$ cat src/rtl/otter_lsu_pkg.sv
// Shared types and constants for the OTTER load/store unit.
package otter_lsu_pkg;

  typedef enum logic [1:0] {
    IDLE  = 2'd0,
    ISSUE = 2'd1,
    WAIT  = 2'd2,
    RESP  = 2'd3
  } lsu_state_t;

  localparam logic [1:0]  SIZE_BYTE       = 2'd0;
  localparam logic [1:0]  SIZE_HALF       = 2'd1;
  localparam logic [1:0]  SIZE_WORD       = 2'd2;
  localparam logic [31:0] IO_BASE_DEFAULT = 32'h00010000;

endpackage

$ cat src/rtl/otter_lsu_align_chk.sv
// Alignment / size legality check for one data-port access.
module otter_lsu_align_chk
  import otter_lsu_pkg::*;
(
  input  logic [1:0] addr,
  input  logic [1:0] size,
  input  logic       strict_align,
  output logic       err
);

  always_comb begin
    err = 1'b0;
    case (size)
      SIZE_BYTE: err = 1'b0;
      // Relaxed mode still refuses a halfword that would straddle a word.
      SIZE_HALF: err = strict_align ? addr[0] : (addr == 2'd3);
      SIZE_WORD: err = (addr != 2'd0);
      default:   err = 1'b1;
    endcase
  end

endmodule

$ cat src/rtl/otter_lsu.sv
// Load/store unit driving port 2 of the OTTER BRAM; one request in flight.
// state | meaning
// IDLE  | ready for a request
// ISSUE | memory enable asserted for one cycle
// WAIT  | synchronous read in progress, address held
// RESP  | response presented until consumed
module otter_lsu
  import otter_lsu_pkg::*;
#(
  parameter logic [31:0] IO_BASE      = IO_BASE_DEFAULT,
  parameter bit          STRICT_ALIGN = 1'b1
) (
  input  logic        CLK,
  input  logic        RST,
  input  logic        REQ_VALID,
  output logic        REQ_READY,
  input  logic        REQ_WE,
  input  logic [31:0] REQ_ADDR,
  input  logic [1:0]  REQ_SIZE,
  input  logic        REQ_SIGN,
  input  logic [31:0] REQ_WDATA,
  output logic        RSP_VALID,
  input  logic        RSP_READY,
  output logic [31:0] RSP_DATA,
  output logic        RSP_ERR,
  output logic        RSP_IO,
  output logic        MEM_RDEN2,
  output logic        MEM_WE2,
  output logic [31:0] MEM_ADDR2,
  output logic [31:0] MEM_DIN2,
  output logic [1:0]  MEM_SIZE,
  output logic        MEM_SIGN,
  input  logic [31:0] MEM_DOUT2
);

  lsu_state_t state, state_nx;
  logic       accept;
  logic       mis_err;
  logic       we_q;

  otter_lsu_align_chk u_align_chk (
    .addr         (REQ_ADDR[1:0]),
    .size         (REQ_SIZE),
    .strict_align (STRICT_ALIGN),
    .err          (mis_err)
  );

  // REQ_READY is a flop, so it also gates acceptance in the first cycle after reset.
  assign accept = (state == IDLE) && REQ_READY && REQ_VALID;

  always_ff @(posedge CLK or posedge RST) begin
    if (RST) state <= IDLE;
    else     state <= state_nx;
  end

  always_comb begin
    state_nx = state;
    case (state)
      IDLE:    if (accept) state_nx = mis_err ? RESP : ISSUE;
      ISSUE:   state_nx = we_q ? RESP : WAIT;
      WAIT:    state_nx = RESP;
      RESP:    if (RSP_READY) state_nx = IDLE;
      default: state_nx = IDLE;
    endcase
  end

  always_ff @(posedge CLK or posedge RST) begin
    if (RST) begin
      REQ_READY <= 1'b0;
      RSP_VALID <= 1'b0;
      RSP_DATA  <= '0;
      RSP_ERR   <= 1'b0;
      RSP_IO    <= 1'b0;
      MEM_RDEN2 <= 1'b0;
      MEM_WE2   <= 1'b0;
      MEM_ADDR2 <= '0;
      MEM_DIN2  <= '0;
      MEM_SIZE  <= '0;
      MEM_SIGN  <= 1'b0;
      we_q      <= 1'b0;
    end else begin
      REQ_READY <= (state_nx == IDLE);
      RSP_VALID <= (state_nx == RESP);
      MEM_RDEN2 <= accept && !mis_err && !REQ_WE;
      MEM_WE2   <= accept && !mis_err && REQ_WE;
      if (accept) begin
        we_q     <= REQ_WE;
        RSP_ERR  <= mis_err;
        RSP_IO   <= (REQ_ADDR >= IO_BASE);
        RSP_DATA <= '0;
        // Rejected accesses leave the memory port untouched.
        if (!mis_err) begin
          MEM_ADDR2 <= REQ_ADDR;
          MEM_SIZE  <= REQ_SIZE;
          MEM_SIGN  <= REQ_SIGN;
          if (REQ_WE) MEM_DIN2 <= REQ_WDATA;
        end
      end
      if (state == WAIT) RSP_DATA <= MEM_DOUT2;
    end
  end

endmodule

$ cat config.mk
export PLATFORM = sky130hd
export DESIGN_NAME = otter_lsu
export DESIGN_NICKNAME = d
export VERILOG_FILES = /design/src/rtl/otter_lsu_pkg.sv /design/src/rtl/otter_lsu_align_chk.sv /design/src/rtl/otter_lsu.sv
export SDC_FILE = /design/constraint.sdc
export NUM_CORES = 1
export LEC_CHECK = 0
export CAP_MARGIN = 20
export CORE_MARGIN = 4
export CORE_UTILIZATION = 37
export CTS_BUF_LIST = sky130_fd_sc_hd__clkbuf_16
export DETAILED_ROUTE_END_ITERATION = 10
export PLACE_DENSITY = 0.77
export SYNTH_ARGS = -nofsm -noshare
export SYNTH_HDL_FRONTEND = slang
export SYNTH_SLANG_ARGS = --single-unit
$ cat constraint.sdc
create_clock -name CLK -period 3.3 [get_ports CLK]
set_input_delay 0.33 -clock CLK [delete_from_list [all_inputs] [get_ports CLK]]
set_output_delay 0.33 -clock CLK [all_outputs]
set_load 0.01 [all_outputs]
Word-level counts from Yosys, hierarchy flattened --
Index checks and enable logic that the tools add are counted.
Storage, ports and cells: register bits 108, output and inout bits 105
Operators by class: $lt $le $gt $ge 1, eq/ne operators 6, muxes and demuxes 8, bitwise gates (word level) 1, reduce and logical (&&, ||, !) cells 14
Operators with widths (count):
- $mux W32 | 2
- $ge A32 B17 Y1 const B | 1
- $eq A2 B2 Y1 const B | 4
- $pmux W2 S4 | 1
- $logic_not A2 Y1 | 3
- $mux W2 | 3
- $logic_and A1 B1 Y1 | 5
- $eq A2 B1 Y1 const B | 2
- $reduce_bool A2 Y1 | 2
- $pmux W1 S3 | 1
- $reduce_and A3 Y1 | 1
- $logic_not A1 Y1 | 2
- $reduce_and A2 Y1 | 1
- $mux W1 | 1
- $not A1 Y1 | 1

Logic depth before layout (Yosys ltp) --
Gate-level depths: netlist (run 1).
depth after elaboration 6, mapped depth 5, gate-level depth less buffers 3

Modules after synthesis --
A second synthesis (run 1) with hierarchy kept.
Second synthesis, totals: cells, all modules 323, area total of the unflattened synthesis 4320.4 µm²
By module, submodules not included:
- otter_lsu | times used 1, cells each 320, area an instance 4296.6 µm², seq. area each 2702.6 µm²
- otter_lsu_align_chk | times used 1, cells each 3, area an instance 23.8 µm², seq. area each 0.0 µm²

Worst setup path before layout (run 1) --
OpenSTA, ideal clock, no wires.
path kind flip-flop to flip-flop, start register state[1], end register MEM_DIN2[10], data arrival time 1.364 ns, data required time 3.175 ns, slack 1.811 ns, stages on the path, launching flop included 5, buffers on the path 1, clock period less this slack 1.489 ns, cells stage by stage dfrtp_1 -> and4bb_2 -> o211ai_4 -> buf_6 -> mux2_4
On the way: word-level cells in the longest chain between the ends 4
RTL lines:
- start, declared | RTL line otter_lsu.sv:36 | lsu_state_t state, state_nx;
- start signal, assigned | RTL line otter_lsu.sv:53 | else state <= state_nx;
- $logic_not A2 Y1 | RTL line otter_lsu.sv:49 | assign accept = (state == IDLE) && REQ_READY && REQ_VALID;
- $logic_and A1 B1 Y1 (2 in series) | RTL line otter_lsu.sv:49
- $reduce_and A3 Y1 (no source line)
- end signal, assigned | RTL line otter_lsu.sv:77 | MEM_DIN2 <= '0;
- end signal, assigned | RTL line otter_lsu.sv:96 | if (REQ_WE) MEM_DIN2 <= REQ_WDATA;
- end, declared | RTL line otter_lsu.sv:30 | output logic [31:0] MEM_DIN2,
No other way between the ends. A chain may end at the register's enable or synchronous reset.

Worst setup path after layout (run 1) --
start input REQ_ADDR[0], end register MEM_DIN2[30]
On the way: word-level cells in the longest chain between the ends 4
RTL lines:
- start, declared | RTL line otter_lsu.sv:18 | input logic [31:0] REQ_ADDR,
- $reduce_bool A2 Y1 | RTL line otter_lsu_align_chk.sv:17 | SIZE_WORD: err = (addr != 2'd0);
- $pmux W1 S3 (*) | RTL line otter_lsu_align_chk.sv:13 | case (size)
- $not A1 Y1 (no source line) (*)
- $reduce_and A3 Y1 (no source line) (*)
Mark *: on every way between the ends. The rest lies on a longest branch, timed or not.

==> out/metrics.cfg, run 1 <==
[run_status]
outcome=completed

[drt]
drt-vias-per-instance=4.76
vias=3210
wl_um=11600
drt_iter0_drc=196
dr.pass1.iters=6
drc_errors=0
ant_nets=0
wl_per_cell_um=17.2

[global_routing]
grtUsageTotal=0.170
grt_max_degree=64
grt_pass1_wl_um=17900
antenna_found_initial=0
grt_pass1_vias=3518
gr-total-overflow=0

[die]
fp.coreArea_mm2=0.0115
die_x_um=117
io_pins=209
die_area_mm2=0.0137
rows=39
die_h_um=117
start_util=0.382

[power]
p_int_mw=4.15
p_leak_nw=3.32
p_sw_mw=1.79
irDropWorstVdd_mv=0.429
p_seq_frac=0.380
p_per_area_mw_per_mm2=857
total_power_mw=5.94
combPwrFrac=0.452
p_clk_frac=0.169
switching_share=0.302

[critical_path]
crit_path_max_incr_delay_ns=0.58
critical_path_class=in -> reg
r2r_setup_slack_ns=1.43
start_kind=input port
cp-end-kind=flop
cpLargestDelayFamily=buffers and inverters
required_ns=3.52
critPathMaxFanout=20
cp.arrival_ns=2.22
critPathSlowestCell=o211ai_4
crit_chain=clkdlybuf4s50_1 -> a21oi_2 -> o211ai_4 -> buf_12 -> mux2_2
worstPathBufferInverterCount=2

[timing]
grt_setup_unrepaired=false
min_period_ns=2.00
drv_slew=0
slew-limit-headroom=0.526
fin_crit_sh=0.607
setup_violations=0
hold_slack_ns=0.416
tightest_slew_ns=0.708
hold_viol_final=0
max_freq_ghz=0.499
fin_skew_ns=0.00681
tns_ns=0

[clocking]
cts_hold_buffers=0
cts_setup_buffers=0
cts_buffers=9
clkTransAtPathRegs_ns=0.06
clock-sinks=108
root_buffer=clkbuf_16
cts_tree=done
cts_resized=0
htreeDepth=3
clock_path_buffers=2
clkLatencyLatePin_ns=0.34

[final_layout]
design_area_mm2=0.00693
syn_to_final_growth_pct=57.4
drive_gt1_frac=0.175
n_antenna_cell=0
nets=632

[placed_design]
hpwl_um=8740
placed_area_mm2=0.00663
port_buffers=208
place.gp.congestion=0.769

[synth]
syn_inst=321
syn-cell-area_mm2=0.00440
syn-num-nets=425
ys_warn_count=0
ys_types=24
synth-seq-cells=108
yosysSeqAreaShare=0.614
syn_area_per_cell_um2=13.7

[run]
maxCapViolCount=0

[worst_hold_path]
hold_class=in -> async

flip-flops by register name, indices dropped and copies added, names as in the netlist:
signal	flops
MEM_DIN2	32
RSP_IO	1
MEM_WE2	1
state	2
MEM_SIZE	2
RSP_DATA	32
RSP_ERR	1
MEM_RDEN2	1
REQ_READY	1
MEM_SIGN	1
we_q	1
RSP_VALID	1
MEM_ADDR2	32
placed cells by master (no fill, tap or decap), types with 2 or more instances in the layout:
master and count:
inv_1 2, clkdlybuf4s50_1 208, o21ai_0 5, nand3_1 33, dfrtp_1 108, mux2_2 9
buf_12 2, clkinv_1 2, clkbuf_16 10, nand2_1 71, mux2_4 58, buf_4 2
nor4_1 4
final cells by class:
class | count | area (µm²)
fillers | 911 | 4590
well taps | 143 | 179
repair buffers | 214 | 2180
inverters | 2 | 10.0
clock inverters | 5 | 46.3
clock buffers | 9 | 225
flip-flops and latches | 108 | 2700
multi-input cells | 193 | 1590
power groups by stage:
stage	clock network, mW	logic, mW	registers (mW)
after global placement	0	2.59	2.25
after floorplan	0	0.909	2.49
after global routing	1.09	2.87	2.32
after detailed placement	0	2.68	2.27
after CTS	1.03	2.69	2.26
final	1.00	2.68	2.25
through the flow:
| stage | worst slack, ns | util | instances |
|---|---|---|---|
| after floorplan | 0.124 | - | 321 |
| final | 1.30 | 0.601 | 674 |
| after CTS | 1.28 | 0.599 | 673 |
| after detailed placement | 0.907 | 0.576 | 659 |
| after global placement | 0.957 | 0.574 | 658 |
| after global routing | 1.22 | 0.601 | 674 |
final timing paths:
kind / start / to / depth (start not counted)
worst max-delay path: REQ_ADDR[0] / MEM_DIN2[30]$_DFFE_PP0P_ / 5
worst min-delay path: RST / MEM_DIN2[27]$_DFFE_PP0P_ / 2
worst max register to register: state[1]$_DFF_PP0_ / RSP_VALID$_DFF_PP0_ / 3
worst min register to register: RSP_IO$_DFFE_PP0P_ / RSP_IO$_DFFE_PP0P_ / 2
max in group asynchronous: RST / MEM_WE2$_DFF_PP0_ / 3
min in group CLK: RSP_IO$_DFFE_PP0P_ / RSP_IO$_DFFE_PP0P_ / 2
kinds of logic after synthesis:
group	after synthesis	share of synthesized area
AOI/OAI and AO/OA	9	0.0179
buffers and inverters	20	0.0273
DFF	108	0.614
and+or+nand+nor	117	0.120
muxes	67	0.221
metal layers:
layer  part of all wire  GRT usage  vias up
met1               0.41      0.209     1541
met2               0.49      0.283      147
li1                   -          -     1494
met3              0.068     0.0396       28
met4              0.032     0.0818        0
met5                  0          0        -
Yosys cell counts (all sizes together):
cell type	n	area, µm²
dfrtp	108	2700
nand2	71	267
mux2	67	972
nand3	33	165
buf	9	78.8
clkbuf	9	33.8
o21ai	6	41.3
nor4	4	25.0
inv	2	7.51
a21o	1	7.51
a21oi	1	8.76
and2	1	6.26
and4	1	8.76
and4bb	1	12.5
nand2b	1	6.26
nand4bb	1	11.3
nor2	1	3.75
nor2b	1	6.26
nor3	1	10.0
o211ai	1	21.3
or2	1	6.26
No activity file was read; power rests on OpenSTA's default activity.
==> run 2: changes to the inputs <==
clock period = 1.7 ns   (was 3.3 ns; I/O delays follow)
==> run 2 against run 1 <==
  * Non-clock buffer count increased by 6
  * Clock power increased by 130%
  * Global-route usage increased by 0.53 points
  * Utilization increased by 0.83 points
  * Combinational power increased by 94%
  * Die area unchanged
  * Final cell count increased by 1.2%
  * Worst hold slack got worse by 0.15 ns
  * Largest power group unchanged
==> out/metrics.cfg, run 2 (synthesis results as in run 1) <==
[final_layout]
final.fill_count=913
nets=638
design_area_mm2=0.00702
postLayoutCoreUtil=0.610
top_regs=MEM_ADDR2 x32, MEM_DIN2 x32, RSP_DATA x32
final_common_cell=clkdlybuf4s50_1
drive_gt1_frac=0.193
final_cell_mix=208 x clkdlybuf4s50_1, 108 x dfrtp_1, 71 x nand2_1
n_antenna_cell=0
syn_to_final_growth_pct=59.5

[clocking]
cts_buffers=9
cts_setup_buffers=0
clkTransAtPathRegs_ns=0.08
htreeDepth=3
clock-sinks=108
root_buffer=clkbuf_16
cts_tree=done
clkLatencyLatePin_ns=0.35
cts_resized=0
cts_hold_buffers=0
clock_path_buffers=2

[placed_design]
port_buffers=208
placed_area_mm2=0.00670
place.gp.congestion=0.762
hpwl_um=8940
post-place-ws_ns=-0.174

[power]
p_per_area_mw_per_mm2=1690
p_sw_mw=3.61
combPwrFrac=0.438
p_leak_nw=3.36
switching_share=0.305
irDropWorstVdd_mv=1.08
p_int_mw=8.24
p_seq_frac=0.369
p_clk_frac=0.192

[timing]
min_period_ns=1.61
slew-limit-headroom=0.548
drv_slew=0
grt_setup_unrepaired=false
hold_viol_final=0
tightest_slew_ns=0.675
max_freq_ghz=0.620
setup_violations=0
timing.final.ws_setup_ns=0.0884
fin_skew_ns=0.00609
fin_crit_sh=0.948

[run]
maxCapViolCount=0

[global_routing]
gr-total-overflow=0
grt_pass1_wl_um=18600
antenna_found_initial=0
grt_pass1_vias=3633
grtUsageTotal=0.175
grt_max_degree=71

[drt]
wl_per_cell_um=17.4
drt_iter0_drc=180
drt-vias-per-instance=4.82
dr.pass1.iters=6
ant_nets=0
drc_errors=0
vias=3289
wl_um=11900

[die]
io_pins=209
fp.coreArea_mm2=0.0115
die_x_um=117
die_area_mm2=0.0137
start_util=0.382
rows=39
die_h_um=117

[critical_path]
critical_path_class=reg -> reg
required_ns=1.93
cp.arrival_ns=1.84
start_kind=flop
cp-end-kind=flop
critPathMaxFanout=33

[run_status]
outcome=completed

[worst_hold_path]
hold_class=in -> async

-- run 2: changes by cell type in the layout (fill, tap and decap cells not counted), sizes merged --
cell | before | now
clkinvlp | 0 | 3
clkbuf | 10 | 9
bufinv | 1 | 2
buf | 5 | 12
inv | 3 | 2
clkinv | 3 | 2
-- run 2: area by class of cell --
class / count / area, µm² / area share
multi-input cells: 193 / 1590 / 0.226
clock inverters: 7 / 100 / 0.0143
flip-flops and latches: 108 / 2700 / 0.385
clock buffers: 9 / 225 / 0.0321
inverters: 2 / 11.3 / 0.00160
well taps: 143 / 179 / 0.0255
repair buffers: 220 / 2220 / 0.316
-- run 2: per-stage QoR --
step	hold slack (ns)	setup TNS, ns	cells	total power [mW]
2_1_floorplan	0.236	0	321	6.60
3_3_place_gp	0.465	-5.95	665	9.44
3_5_place_dp	0.480	-9.26	666	9.66
4_1_cts	0.294	0	682	12.0
5_1_grt	0.304	0	682	12.6
6_report	0.264	0	682	11.9
-- run 2: path summary, 6_finish.rpt --
| check | start | to | slack (ns) | cells past startpoint |
|---|---|---|---|---|
| worst max-delay path | state[0]$_DFF_PP0_ | MEM_DIN2[28]$_DFFE_PP0P_ | 0.09 | 4 |
| worst min-delay path | RST | MEM_DIN2[4]$_DFFE_PP0P_ | 0.26 | 3 |
| worst max register to register | state[0]$_DFF_PP0_ | MEM_DIN2[28]$_DFFE_PP0P_ | 0.09 | 4 |
| worst min register to register | RSP_ERR$_DFFE_PP0P_ | RSP_ERR$_DFFE_PP0P_ | 0.49 | 2 |
| max in group asynchronous | RST | MEM_ADDR2[19]$_DFFE_PP0P_ | 1.01 | 3 |
| min in group CLK | MEM_DOUT2[20] | RSP_DATA[20]$_DFFE_PP0P_ | 0.35 | 3 |
-- run 2: metal layers --
layer  global-route usage  part of all wire
met1                0.203              0.40
met2                0.298              0.50
met3               0.0658             0.085
met4               0.0612             0.020
met5                    0                 0
-- run 2: power groups by stage --
stage | clock network (mW) | logic, mW | registers, mW
detailed placement | 0 | 5.25 | 4.41
global route | 2.45 | 5.59 | 4.53
global placement | 0 | 5.08 | 4.36
CTS | 2.35 | 5.27 | 4.39
finish | 2.28 | 5.19 | 4.38
floorplan | 0 | 1.77 | 4.84
-- run 2: worst max-delay path, stage by stage (launching register included) --
cell	delay, ns
dfrtp_1	0.43
and4bb_2	0.31
o211ai_4	0.10
buf_12	0.26
mux2_2	0.37
